<file path="src/rtl/sprite_scan_ctrl.sv">
// sprite_scan_ctrl: scans a ROWS x COLS 1-bpp sprite out of a row ROM
// as a valid/ready pixel stream with frame and row markers.
module sprite_scan_ctrl #(
  parameter int ROWS = 48,
  parameter int COLS = 64,
  parameter int AW   = 6
) (
  input  logic            clk,
  input  logic            rst_n,
  input  logic            start,
  input  logic            abort,
  output logic [AW-1:0]   rom_addr,
  input  logic [COLS-1:0] rom_data,
  output logic            pix_valid,
  input  logic            pix_ready,
  output logic            pix_data,
  output logic [AW-1:0]   pix_x,
  output logic [AW-1:0]   pix_y,
  output logic            sof,
  output logic            eol,
  output logic            busy,
  output logic            done
);

  typedef enum logic [1:0] {
    IDLE,
    FETCH,
    SHIFT,
    DONE
  } state_e;

  localparam logic [AW-1:0] LAST_COL = AW'(COLS - 1);
  localparam logic [AW-1:0] LAST_ROW = AW'(ROWS - 1);

  state_e          state_q, state_d;
  logic [AW-1:0]   row_q, row_d;
  logic [AW-1:0]   col_q, col_d;
  logic [COLS-1:0] shreg_q, shreg_d;

  always_ff @(posedge clk or negedge rst_n) begin
    if (!rst_n) begin
      state_q <= IDLE;
      row_q   <= '0;
      col_q   <= '0;
      shreg_q <= '1;
    end else begin
      state_q <= state_d;
      row_q   <= row_d;
      col_q   <= col_d;
      shreg_q <= shreg_d;
    end
  end

  // Abort wins over acceptance; idle pixel line is refilled to background.
  always_comb begin
    state_d = state_q;
    row_d   = row_q;
    col_d   = col_q;
    shreg_d = shreg_q;
    unique case (state_q)
      IDLE: begin
        if (start && !abort) begin
          state_d = FETCH;
          row_d   = '0;
          col_d   = '0;
        end
      end
      FETCH: begin
        if (abort) begin
          state_d = IDLE;
          row_d   = '0;
          col_d   = '0;
          shreg_d = '1;
        end else begin
          shreg_d = rom_data;
          state_d = SHIFT;
        end
      end
      SHIFT: begin
        if (abort) begin
          state_d = IDLE;
          row_d   = '0;
          col_d   = '0;
          shreg_d = '1;
        end else if (pix_ready) begin
          shreg_d = {shreg_q[COLS-2:0], 1'b1};
          if (col_q == LAST_COL) begin
            if (row_q != LAST_ROW) begin
              row_d   = row_q + AW'(1);
              col_d   = '0;
              state_d = FETCH;
            end else begin
              state_d = DONE;
            end
          end else begin
            col_d = col_q + AW'(1);
          end
        end
      end
      DONE: begin
        state_d = IDLE;
      end
      default: begin
        state_d = IDLE;
      end
    endcase
  end

  // Row counter doubles as the registered ROM address.
  assign rom_addr  = row_q;
  assign pix_valid = (state_q == SHIFT);
  assign pix_data  = shreg_q[COLS-1];
  assign pix_x     = col_q;
  assign pix_y     = row_q;
  assign sof       = pix_valid && (row_q == '0) && (col_q == '0);
  assign eol       = pix_valid && (col_q == LAST_COL);
  assign busy      = (state_q == FETCH) || (state_q == SHIFT);
  assign done      = (state_q == DONE);

endmodule

</file>
<file path="config.mk">
export PLATFORM = sky130hd
export DESIGN_NAME = sprite_scan_ctrl
export DESIGN_NICKNAME = d
export VERILOG_FILES = /design/src/rtl/sprite_scan_ctrl.sv
export SDC_FILE = /design/constraint.sdc
export NUM_CORES = 1
export LEC_CHECK = 0
export CAP_MARGIN = 20
export CORE_AREA = 2 2 166 120
export DETAILED_ROUTE_END_ITERATION = 8
export DIE_AREA = 0 0 168 122
export DONT_BUFFER_PORTS = 1
export HOLD_SLACK_MARGIN = 0.12
export PLACE_DENSITY = 0.41
export SYNTH_ARGS = -nofsm -noshare
export SYNTH_HDL_FRONTEND = slang
export SYNTH_SLANG_ARGS = --single-unit
</file>
<file path="constraint.sdc">
create_clock -name clk -period 2.1 [get_ports clk]
set_input_delay 0.42 -clock clk [delete_from_list [all_inputs] [get_ports clk]]
set_output_delay 0.42 -clock clk [all_outputs]
set_load 0.1 [all_outputs]
</file>
# == Word level (Yosys, flattened, before mapping) ==
# Cells that the tools add are included.
# classes
add_sub_neg,2
n_eq_ne,11
mux,23
reduce_logical,15
# op_table
operator,n
64-bit 2-to-1 mux,3
64-bit case mux with 2 select lines,1
6-bit 2-to-1 mux,10
6-bit case mux with 3 select lines,2
6-bit by 1-bit adder with 6-bit output (second input constant),2
6-bit logical NOT,2
2-bit 2-to-1 mux,6
3-bit by 2-bit inequality test with 1-bit output (second input constant),3
2-bit case mux with 4 select lines,1
6-bit equality test (second input constant),1
6-bit inequality test (second input constant),1
6-bit AND reduction,1
5-bit AND reduction,1
2-bit equality test (second input constant),2
1-bit logical AND,4
2-bit inequality test (second input constant),2
4-bit by 3-bit inequality test with 1-bit output (second input constant),1
3-bit AND reduction,1
3-bit nonzero test,1
2-bit by 1-bit equality test with 1-bit output (second input constant),1
2-bit logical NOT,1
2-bit AND reduction,1
2-bit nonzero test,1
1-bit logical NOT,1
1-bit logical OR,1
# word_totals
ff_bits,78
output_inout_bits,24

# == Depth between registers and ports, before layout ==
# Gate-level depths: netlist of the first run.
# depth
word_depth,6
mapped_depth,10
mapped_depth_nobuf,6

# == Worst setup path after synthesis of the first run ==
# No wires, ideal clock.
# synth_path
kind,register to output
start,reg state_q[0]
end,out sof
t_arrival_ps,5216
setup_slack_ps,-3536
stages_incl_launch_ff,7
cell_sequence,dfrtp_1 -> inv_1 -> ha_1 -> buf_2 -> buf_2 -> buf_2 -> nor4b_1
# synth_via
elab_chain_cells,3
# synth_rtl
item,line_no,text
from (decl),35,"state_e state_q, state_d;"
from (signal assigned),47,state_q <= state_d;
2-bit equality test,111,assign pix_valid = (state_q == SHIFT);
via pix_valid,14,"output logic pix_valid,"
1-bit logical AND (2 in series),115,assign sof = pix_valid && (row_q == '0) && (col_q == '0);
to (decl),19,"output logic sof,"
# The timed path passes the listed nets, and every way through them passes these cells.

# == Worst setup path in the final report of the first run ==
# layout_path
start,reg col_q[4] (netlist: pix_x[4])
end,out sof
# layout_via
elab_chain_cells,2
# layout_rtl
item,line_no,text
from (decl),37,"logic [AW-1:0] col_q, col_d;"
from (signal assigned),49,col_q <= col_d;
6-bit logical NOT,115,
1-bit logical AND,115,
# No other way between the ends.

==> impl_summary.txt, run 1 <==
----------------------------------------------------
[Critical path]
  Endpoint type of the worst setup path ... output pin
  Crit path arrival time ... 1750 ps
  Max Fanout on Critical Path ... 2
  Data required time of the critical path ... 1680 ps
  Setup slack of the worst register-to-register path ... 30 ps
  Setup crit start kind ... flip-flop
  Buffers plus inverters on the worst setup path ... 1
  Ordered cell list for the critical path ... nor4_4 > nand4_1 > nor4b_4 > buf_12
  Endpoint of the worst-slack reg-to-reg timing path ... pix_x[3]$_DFFE_PN0P_
  FF-to-FF path depth ... 8
  Critical Setup Path Class ... flip-flop to output pin
  CP top delay family ... simple AND/OR/NAND/NOR gates
  Longest individual stage delay on the worst path ... 420 ps
  Slowest stage cell, crit path ... sky130_fd_sc_hd__dfrtp_2
  R2R Path Start ... state_q[0]$_DFFE_PN0P_

[Yosys]
  Post-synthesis instance area ... 4460 sq um
  Most common flop cell mapped by yosys ... sky130_fd_sc_hd__dfstp_2
  Number of warnings issued by yosys ... 0
  Net count after synthesis ... 552
  Synth top area share ... 37.7%
  Synthesis-stage register bit count ... 78
  Post-synthesis average cell area ... 9.41 sq um
  Post-synthesis cell count ... 474
  Seq/Total Area, Yosys ... 45.6%
  Largest cells by area after synthesis ... sky130_fd_sc_hd__dfstp_2 38%, sky130_fd_sc_hd__a211oi_1 11%, sky130_fd_sc_hd__nor2b_1 9.0%
  Unique cell type count in the Yosys netlist ... 49
  Cell accounting for the most synthesized area ... sky130_fd_sc_hd__dfstp_2
  Post-synth ARST share ... 100%
  Number of enable flip-flop cells after synthesis ... 0

[Floorplanning]
  I/O pin count ... 93
  Overall die width ... 168 um
  Number of placement rows ... 43
  Initial core utilization ... 23.3%
  Area of the core region ... 19100 sq um
  Die Y ... 122 um
  DIE AREA ... 20500 sq um

[Timing]
  Post-Route Skew ... 6.02 ps
  Final number of hold-violating endpoints ... 43
  Highest attainable clock frequency ... 0.460 GHz
  Final hold slack ... -234 ps
  Rel. slew slack ... 61.7%
  Final critical delay including setup and external delays ... 2170 ps
  Worst-margin pin slew ... 569 ps
  Fin. max-slew vios ... 0
  Period utilisation layout ... 103%
  Setup repair after global routing missed its margin ... yes
  Setup tns final ... -71.6 ps
  Setup violators final ... 1
  PnR worst setup slack ... -71.6 ps

[CTS]
  # H-tree levels ... 3
  Clk sinks ... 78
  Deepest clock path buffer count ... 2
  Clock latency at the later pin of the worst-skew pair ... 340 ps
  Worst-path clk slew ... 60 ps
  Clock tree from TritonCTS ... built
  Clock root buffer ... sky130_fd_sc_hd__clkbuf_16
  Total clock buffers created by CTS ... 9

[Layout]
  Fill cells ... 2004
  Layout cells sized above 1 ... 31.9%
  Most frequent standard cell in the layout excluding fill and tap cells ... sky130_fd_sc_hd__nand2_1
  Commonest non-fill, non-tap cells in the layout ... 72 x sky130_fd_sc_hd__nand2_1, 64 x sky130_fd_sc_hd__nor2b_1, 64 x sky130_fd_sc_hd__o21ai_0, 64 x sky130_fd_sc_hd__dfstp_2, 63 x sky130_fd_sc_hd__a211oi_1
  Number of nets in the layout ... 556
  Area growth from synthesis to layout ... 19.7%
  Combined area of the multi-input logic cells ... 2280 sq um
  Area of all sequential standard cells ... 2050 sq um

[Global route]
  Overall overflow remaining after global route ... 0
  GR Util met3 ... 4.00%
  Total global routing track utilization ... 12.1%
  Gr busiest metal ... met2
  Global-route wire length before repair ... 19300 um
  Largest net degree at the start of global routing ... 79
  Antenna violations before repair ... 3
  GR met2 Demand/Resource ... 17.8%
  Routing usage on met1 ... 16.5%
  Via count of the first global-routing pass ... 3462

[Run status]
  Failing checks ... hold timing, setup timing
  Result of the run ... finished with violations

[Drt]
  Routed wire per std cell ... 16.1 um
  Vias ... 3473
  Number of detailed-routing iterations run before antenna repair ... 4
  DR iter-0 viols ... 161
  Total DRC errors in the routed layout ... 0
  Remaining number of nets flagged by the antenna check after routing ... 0
  Post-Route WL ... 11800 um
  Vias per cell ... 4.74

[Run]
  Max capacitance violation total ... 0

[Min path]
  Worst min path class ... input port to async pin

[Power]
  Clock share of power ... 19.0%
  Total power of the final layout ... 8.29 mW
  Power per cell area ... 1550 nW/um^2
  Internal power consumption ... 4.96 mW
  Switching power as a share of total power ... 40.2%
  Combinational group share of total power ... 42.9%
  Peak VDD IR ... 1.01 mV
  Register share of total power ... 38.1%
  Switching pwr ... 3.33 mW
  Pleak ... 1.99 nW

[Placed design]
  Final Wtd Congestion ... 0.799
  Total half-perimeter wirelength after legalization and detailed placement ... 7330 um
  IO buf count ... 0

----------------------------------------------------
per-stage QoR:
stage | std cells | hold WS (ps) | util (%) | setup slack [ps] | instance area (sq um)
final | 732 | -234 | 27.9 | -71.6 | 5340
after global routing | 732 | -258 | 27.9 | -176 | 5340
after CTS | 727 | -252 | 27.4 | -117 | 5240
after detailed placement | 705 | 126 | 25.5 | 74.9 | 4860
after global placement | 705 | 126 | 25.5 | 110 | 4860
after floorplan | 474 | 124 | - | -620 | 4520
worst max path at each step:
stage,depth (start not counted),startpoint,endpoint,slack [ps]
2_1_floorplan,6,state_q[0]$_DFFE_PN0P_,sof,-620
3_5_place_dp,6,state_q[1]$_DFFE_PN0P_,pix_x[3]$_DFFE_PN0P_,70
3_3_place_gp,6,state_q[1]$_DFFE_PN0P_,pix_x[3]$_DFFE_PN0P_,110
4_1_cts,4,pix_x[4]$_DFFE_PN0P_,sof,-120
6_report,4,pix_x[4]$_DFFE_PN0P_,sof,-70
5_1_grt,4,pix_x[4]$_DFFE_PN0P_,sof,-180
kinds of logic after synthesis:
kind of cell / count (synthesis) / share of synthesized area, %
buf+inv: 51 / 5.98
mux: 6 / 1.35
simple gates: 177 / 21.5
fa+ha+maj: 9 / 2.53
compound gates: 153 / 23.0
flops: 78 / 45.6
power groups by stage:
stage | logic [mW] | registers [mW] | clock network (mW)
after floorplan | 2.87 | 3.09 | 0
after CTS | 3.54 | 3.16 | 1.65
after detailed placement | 3.46 | 3.17 | 0
after global placement | 3.35 | 3.16 | 0
final | 3.56 | 3.15 | 1.58
after global routing | 4.05 | 3.27 | 1.71
timing repair:
item                       in CTS  in global routing
setup endpoints to repair       2                  9
cloned                          1                  0
resized for setup               5                 14
buffers inserted                5                  3
pin swaps                       3                  3
hold endpoints to repair       78                 78
cells in the mapped netlist (4+ instances only):
| library cell | instances |
|---|---|
| sky130_fd_sc_hd__buf_4 | 7 |
| sky130_fd_sc_hd__ha_1 | 9 |
| sky130_fd_sc_hd__mux2i_1 | 6 |
| sky130_fd_sc_hd__a211oi_1 | 64 |
| sky130_fd_sc_hd__dfrtp_1 | 14 |
| sky130_fd_sc_hd__nor2b_1 | 64 |
| sky130_fd_sc_hd__o21ai_0 | 64 |
| sky130_fd_sc_hd__dfstp_2 | 64 |
| sky130_fd_sc_hd__buf_6 | 4 |
| sky130_fd_sc_hd__clkbuf_1 | 17 |
| sky130_fd_sc_hd__buf_2 | 13 |
| sky130_fd_sc_hd__inv_1 | 8 |
| sky130_fd_sc_hd__nand2_1 | 73 |
| sky130_fd_sc_hd__nor2_1 | 7 |
| sky130_fd_sc_hd__o31ai_1 | 6 |
| sky130_fd_sc_hd__nand3_1 | 4 |
| sky130_fd_sc_hd__and3_1 | 4 |
worst register-to-register path, cell delays in order, from the launching register on:
cell	delay, ps
sky130_fd_sc_hd__dfrtp_1	400
sky130_fd_sc_hd__inv_2	80
sky130_fd_sc_hd__ha_4	180
sky130_fd_sc_hd__buf_4	170
sky130_fd_sc_hd__nor3b_4	190
sky130_fd_sc_hd__a2111oi_4	330
sky130_fd_sc_hd__buf_4	210
sky130_fd_sc_hd__nor3b_4	200
sky130_fd_sc_hd__mux2i_1	220
cell type report:
cell class	count	share of cell area [%]
multi-input combinational	345	42.7
sequential	78	38.4
timing repair buffer	36	7.08
tap	247	5.79
clock buffer	10	4.29
clock inverter	6	1.15
inverter	8	0.563
antenna	2	0.0938
per-layer routing:
layer	routed length, um	part of all wire, %
met5	0	0
met4	172	1.5
met3	612	5.2
met2	5110	43
met1	5910	50
state kept, by name, indices dropped and copies added, names as in the netlist:
signal	cells
pix_x	6
shreg_q	64
pix_y	6
state_q	2
Power figures use the tool's default switching activity.
==> run 2, diff against run 1 <==
HOLD_SLACK_MARGIN = 0.15   (was 0.12)
TNS_END_PERCENT = 20   (was default)
==> run 2 against run 1 <==
Effect of this change: the run still ends with hold timing, setup timing left; die area stayed put; register-to-register slack better by 70 ps; count of clock-buffer cells in the layout did not move; design area fell by 3.0%; final cell count fell by 1.6%; sequential power about the same; wire length decreased by 0.90%; critical endpoint unchanged; largest cell class unchanged; largest power group unchanged; highest routed layer unchanged.
==> impl_summary.txt, run 2 (synthesis results as in run 1) <==
----------------------------------------------------
[Layout]
  Layout cells sized above 1 ... 28.5% (-3.3 points)
  Commonest non-fill, non-tap cells in the layout ... 73 x sky130_fd_sc_hd__nand2_1, 64 x sky130_fd_sc_hd__nor2b_1, 64 x sky130_fd_sc_hd__a211oi_1, 64 x sky130_fd_sc_hd__o21ai_0, 64 x sky130_fd_sc_hd__dfstp_2
  Number of flip-flops in the largest register ... 64 (unchanged)
  Area of all placed cells without fillers ... 5170 sq um (-3.0%)
  Most frequent standard cell in the layout excluding fill and tap cells ... sky130_fd_sc_hd__nand2_1
  Number of diodes added for antenna fixing ... 0 (-2)
  Number of nets in the layout ... 546 (-1.8%)
  Most flop-heavy register ... shreg_q
  Area growth from synthesis to layout ... 16.0%

[Floorplanning]
  Overall die width ... 168 um (unchanged)
  Number of placement rows ... 43 (unchanged)
  Die Y ... 122 um (unchanged)
  Area of the core region ... 19100 sq um (unchanged)
  I/O pin count ... 93 (unchanged)
  Initial core utilization ... 23.3% (unchanged)
  DIE AREA ... 20500 sq um (unchanged)

[Timing]
  Setup violators final ... 2 (+1)
  Post-Route Skew ... 6.90 ps (+0.878 ps)
  Worst-margin pin slew ... 699 ps (+130 ps)
  Final critical delay including setup and external delays ... 2160 ps (-10.2 ps)
  Highest attainable clock frequency ... 0.463 GHz (+0.47%)
  Rel. slew slack ... 53.3% (-8.4 points)
  Setup repair after global routing missed its margin ... yes
  PnR worst setup slack ... -61.4 ps (+10.2 ps)
  Final number of hold-violating endpoints ... 78 (+81%)
  Final hold slack ... -230 ps (+4.19 ps)
  Period utilisation layout ... 103% (-0.49 points)
  Fin. max-slew vios ... 0 (unchanged)

[Drt]
  Number of detailed-routing iterations run before antenna repair ... 4 (unchanged)
  DR iter-0 viols ... 212 (+32%)
  Routed wire per std cell ... 16.2 um (+0.75%)
  Total DRC errors in the routed layout ... 0 (unchanged)
  Remaining number of nets flagged by the antenna check after routing ... 0 (unchanged)
  Post-Route WL ... 11700 um (-0.90%)
  Vias ... 3448 (-0.72%)
  Vias per cell ... 4.79 (+0.93%)

[Global route]
  Via count of the first global-routing pass ... 3499 (+1.1%)
  Overall overflow remaining after global route ... 0 (unchanged)
  Total global routing track utilization ... 11.9% (-0.18 points)
  Largest net degree at the start of global routing ... 79 (unchanged)
  Global-route wire length before repair ... 19200 um (about the same)
  Antenna violations before repair ... 1 (-2)

[Run]
  Max capacitance violation total ... 0 (unchanged)

[Critical path]
  Longest individual stage delay on the worst path ... 400 ps (-20 ps)
  Slowest stage cell, crit path ... sky130_fd_sc_hd__dfrtp_2
  R2R Path Start ... state_q[0]$_DFFE_PN0P_
  Data required time of the critical path ... 1680 ps (about the same)
  Max Fanout on Critical Path ... 2 (unchanged)
  Endpoint type of the worst setup path ... output pin
  FF-to-FF path depth ... 7 (-1)
  Setup slack of the worst register-to-register path ... 100 ps (+70 ps)
  Endpoint of the worst-slack reg-to-reg timing path ... pix_y[2]$_DFFE_PN0P_
  Setup crit start kind ... flip-flop
  Crit path arrival time ... 1740 ps (about the same)
  Ordered cell list for the critical path ... nor4_1 > nand4_1 > nor4b_4 > buf_12
  Origin of the worst setup path ... pix_x[5]$_DFFE_PN0P_
  Critical Setup Path Class ... flip-flop to output pin

[Power]
  Power per cell area ... 1600 nW/um^2 (+3.2%)
  Register share of total power ... 38.1% (about the same)
  Internal power consumption ... 4.99 mW (+0.71%)
  Peak VDD IR ... 1.03 mV (+2.0%)
  Combinational group share of total power ... 41.0% (-1.9 points)
  Switching pwr ... 3.30 mW (-0.95%)
  Total power of the final layout ... 8.29 mW (about the same)
  Switching power as a share of total power ... 39.8% (-0.40 points)
  Pleak ... 1.92 nW (-3.5%)
  Clock share of power ... 20.9% (+1.9 points)

[CTS]
  Deepest clock path buffer count ... 2 (unchanged)
  Clk sinks ... 78 (unchanged)
  Clock tree from TritonCTS ... built
  # H-tree levels ... 3 (unchanged)
  Total clock buffers created by CTS ... 9 (unchanged)
  Worst-path clk slew ... 60 ps (about the same)
  Clock root buffer ... sky130_fd_sc_hd__clkbuf_16
  Clock latency at the later pin of the worst-skew pair ... 340 ps (about the same)

[Placed design]
  Final Wtd Congestion ... 0.825 (+3.3%)
  Total half-perimeter wirelength after legalization and detailed placement ... 7410 um (+1.1%)
  Post-DP Area ... 4840 sq um (-0.41%)
  IO buf count ... 0 (unchanged)

[Run status]
  Result of the run ... finished with violations
  Failing checks ... hold timing, setup timing

[Min path]
  Worst min path class ... input port to async pin

----------------------------------------------------
run 2: how the worst max path moves through the flow:
stage / to / slack [ps] / cells after the start
6_report: sof / -60 / 4
5_1_grt: sof / -160 / 4
4_1_cts: sof / -90 / 4
3_5_place_dp: pix_x[4]$_DFFE_PN0P_ / 140 / 6
3_3_place_gp: pix_x[4]$_DFFE_PN0P_ / 170 / 6
2_1_floorplan: sof / -620 / 6
run 2: worst max-delay path: cells and delay by family (launching register included):
kind	cells	cell delay [ps]
buffers and inverters	1	210
flip-flops	1	400
AND/OR/NAND/NOR	3	780
run 2: layout make-up:
type,instances,area (sq um)
clock inverter,6,83.8
fill,2026,13900
clock buffer,10,239
sequential,78,2050
tap,247,309
multi-input combinational,345,2210
timing repair buffer,26,258
inverter,8,30.0
run 2: per-stage QoR:
stage | TNS [ps] | utilization [%] | instances | setup WS, ps
final | -102 | 27.1 | 720 | -61.4
after floorplan | -3120 | - | 474 | -620
after detailed placement | 0 | 25.4 | 704 | 138
after CTS | -169 | 27.1 | 720 | -89.9
after global routing | -300 | 27.1 | 720 | -158
after global placement | 0 | 25.4 | 704 | 168
run 2: what timing repair did:
action	CTS	global route
hold endpoints to repair	78	78
setup endpoints to repair	2	3
setup buffers	0	0
gates resized for setup	1	2
run 2: per-layer routing:
metal,track usage (%),vias to the layer above,wire [um]
met2,17.5,83,4940
met4,4.02,0,133
met5,0,-,0
met1,16.9,1684,5960
li1,-,1669,-
met3,3.28,12,656
run 2: power groups by stage:
stage | combinational (mW) | sequential (mW) | clock (mW)
2_1_floorplan | 2.87 | 3.09 | 0
3_3_place_gp | 3.34 | 3.16 | 0
3_5_place_dp | 3.46 | 3.18 | 0
4_1_cts | 3.47 | 3.17 | 1.83
5_1_grt | 3.89 | 3.26 | 1.87
6_report | 3.40 | 3.16 | 1.74
==> run 3, diff against run 2 <==
DONT_BUFFER_PORTS = default   (was 1)
PLACE_DENSITY = 0.47   (was 0.41)
==> run 3 against run 2 <==
Effect of this change: the run ends with setup timing left; clock power shrank 6%; core utilization grew 5.4 points; worst hold slack gained 700 ps; critical endpoint unchanged; clock skew grew 0.65 ps; first-iteration DRC count shrank 20%; critical path depth is the same; sequential share of layout area shrank 6.5 points; combinational power grew 19%; sequential cell count is the same; largest cell class unchanged.
==> impl_summary.txt, run 3 (synthesis results as in run 1) <==
----------------------------------------------------
[Timing]
  Final critical delay including setup and external delays ... 2180 ps (+19.1 ps)
  Setup tns final ... -80.5 ps (+21.4 ps)
  Post-Route Skew ... 7.55 ps (+0.647 ps)
  PnR worst setup slack ... -80.5 ps (-19.1 ps)
  Highest attainable clock frequency ... 0.459 GHz (-0.88%)
  Rel. slew slack ... 61.5% (+8.1 points)
  Final number of hold-violating endpoints ... 0 (-100%)
  Setup violators final ... 1 (-1)
  Period utilisation layout ... 104% (+0.91 points)
  Final hold slack ... 472 ps (+702 ps)
  Fin. max-slew vios ... 0 (unchanged)
  Setup repair after global routing missed its margin ... yes
  Worst-margin pin slew ... 578 ps (-121 ps)

[Layout]
  Number of nets in the layout ... 646 (+18%)
  Layout cells sized above 1 ... 29.7% (+1.2 points)
  Commonest non-fill, non-tap cells in the layout ... 73 x sky130_fd_sc_hd__nand2_1, 66 x sky130_fd_sc_hd__clkdlybuf4s50_1
  Most frequent standard cell in the layout excluding fill and tap cells ... sky130_fd_sc_hd__nand2_1
  Most flop-heavy register ... shreg_q
  Number of flip-flops in the largest register ... 64 (unchanged)
  Area growth from synthesis to layout ... 39.0%
  Final core occ ... 32.4% (+5.4 points)

[Drt]
  Routed wire per std cell ... 14.8 um (-8.8%)
  Vias per cell ... 4.50 (-5.9%)
  Number of detailed-routing iterations run before antenna repair ... 4 (unchanged)
  Vias ... 3694 (+7.1%)
  Total DRC errors in the routed layout ... 0 (unchanged)
  DR iter-0 viols ... 169 (-20%)
  Post-Route WL ... 12100 um (+3.9%)
  Remaining number of nets flagged by the antenna check after routing ... 0 (unchanged)

[Min path]
  Worst min path class ... flip-flop to flip-flop

[Critical path]
  Endpoint type of the worst setup path ... output pin
  Longest individual stage delay on the worst path ... 420 ps (+20 ps)
  Setup crit start kind ... flip-flop
  Crit path arrival time ... 1760 ps (+20 ps)
  Data required time of the critical path ... 1680 ps (about the same)
  Critical Setup Path Class ... flip-flop to output pin
  Setup slack of the worst register-to-register path ... 130 ps (+30 ps)
  Ordered cell list for the critical path ... nor4_4 > nand4_1 > nor4b_4 > buf_12
  Max Fanout on Critical Path ... 2 (unchanged)
  Slowest stage cell, crit path ... sky130_fd_sc_hd__dfrtp_2

[Run status]
  Failing checks ... setup timing
  Result of the run ... finished with violations

[CTS]
  Clock tree from TritonCTS ... built
  Worst-path clk slew ... 60 ps (about the same)
  Clock latency at the later pin of the worst-skew pair ... 340 ps (about the same)
  Clk sinks ... 78 (unchanged)
  # H-tree levels ... 3 (unchanged)
  Total clock buffers created by CTS ... 9 (unchanged)
  Clock root buffer ... sky130_fd_sc_hd__clkbuf_16
  Deepest clock path buffer count ... 2 (unchanged)

[Power]
  Peak VDD IR ... 1.35 mV (+30%)
  Pleak ... 2.39 nW (+24%)
  Power per cell area ... 1410 nW/um^2 (-12%)

[Global route]
  Global-route wire length before repair ... 20400 um (+6.0%)
  Via count of the first global-routing pass ... 3814 (+9.0%)
  Antenna violations before repair ... 1 (unchanged)
  Total global routing track utilization ... 12.7% (+0.75 points)
  Largest net degree at the start of global routing ... 71 (-10%)
  Overall overflow remaining after global route ... 0 (unchanged)

[Placed design]
  Total half-perimeter wirelength after legalization and detailed placement ... 8360 um (+13%)
  Worst slack at placement ... -51.5 ps (-189 ps)
  IO buf count ... 92 (+92)
  Final Wtd Congestion ... 0.799 (-3.2%)

[Floorplanning]
  I/O pin count ... 93 (unchanged)
  Area of the core region ... 19100 sq um (unchanged)
  Overall die width ... 168 um (unchanged)
  Initial core utilization ... 23.3% (unchanged)
  Number of placement rows ... 43 (unchanged)
  Die Y ... 122 um (unchanged)
  DIE AREA ... 20500 sq um (unchanged)

[Run]
  Max capacitance violation total ... 0 (unchanged)

----------------------------------------------------
## run 3: cell types whose count changed in the layout (fill, tap and decap cells not counted), moves of 2 or more
cell                              before  now
sky130_fd_sc_hd__buf_12                5    8
sky130_fd_sc_hd__clkbuf_8              1    3
sky130_fd_sc_hd__clkdlybuf4s50_1       0   66
sky130_fd_sc_hd__buf_4                21   48
sky130_fd_sc_hd__buf_16                0    2
## run 3: where the power goes
group | total, mW | switching (mW) | internal, mW
Clock | 1.63 | 0.622 | 1.01
Sequential | 3.09 | 0.367 | 2.72
Combinational | 4.05 | 2.38 | 1.67
## run 3: path summary, 6_finish.rpt
| kind | start | end | cells after the start |
|---|---|---|---|
| max in group asynchronous | rst_n | shreg_q[32]$_DFFE_PN1P_ | 3 |
| hold / removal | shreg_q[16]$_DFFE_PN1P_ | shreg_q[16]$_DFFE_PN1P_ | 2 |
| hold reg to reg | shreg_q[16]$_DFFE_PN1P_ | shreg_q[16]$_DFFE_PN1P_ | 2 |
| setup reg to reg | state_q[1]$_DFFE_PN0P_ | pix_x[3]$_DFFE_PN0P_ | 7 |
| setup / recovery | pix_y[3]$_DFFE_PN0P_ | sof | 4 |
| min in group asynchronous | rst_n | pix_x[3]$_DFFE_PN0P_ | 2 |
## run 3: per-layer routing
| layer | share of wire, % | vias up | global-route usage, % |
|---|---|---|---|
| met5 | 0 | - | 0 |
| met3 | 4.5 | 13 | 3.38 |
| met2 | 42 | 75 | 19.1 |
| li1 | - | 1872 | - |
| met4 | 1.6 | 0 | 4.24 |
| met1 | 51 | 1734 | 17.6 |
## run 3: what timing repair did
item	in CTS	in global routing
endpoints found under the hold margin	7	0
gates resized for setup	4	12
pin swaps	0	4
buffers inserted	0	3
setup endpoints to repair	2	5
hold buffers	1	0
## run 3: area by class of cell
type	count	area [sq um]
fillers	1976	12900
multi-input cells	345	2250
flip-flops and latches	78	2050
repair buffers	126	1250
well taps	247	309
clock buffers	12	267
clock inverters	3	41.3
inverters	8	32.5
diodes	1	2.50
## run 3: through the flow
step | cells | cell area (sq um) | power [mW]
5_1_grt | 820 | 6200 | 9.56
3_3_place_gp | 800 | 5790 | 7.06
3_5_place_dp | 800 | 5790 | 7.18
4_1_cts | 816 | 6120 | 8.89
2_1_floorplan | 474 | 4520 | 5.96
6_report | 820 | 6200 | 8.77
## run 3: worst max-delay path, delay by kind of cell (launching register included)
family,cells,cell delay (ps)
flip-flops,1,420
AND/OR/NAND/NOR,3,780
buffers and inverters,1,210
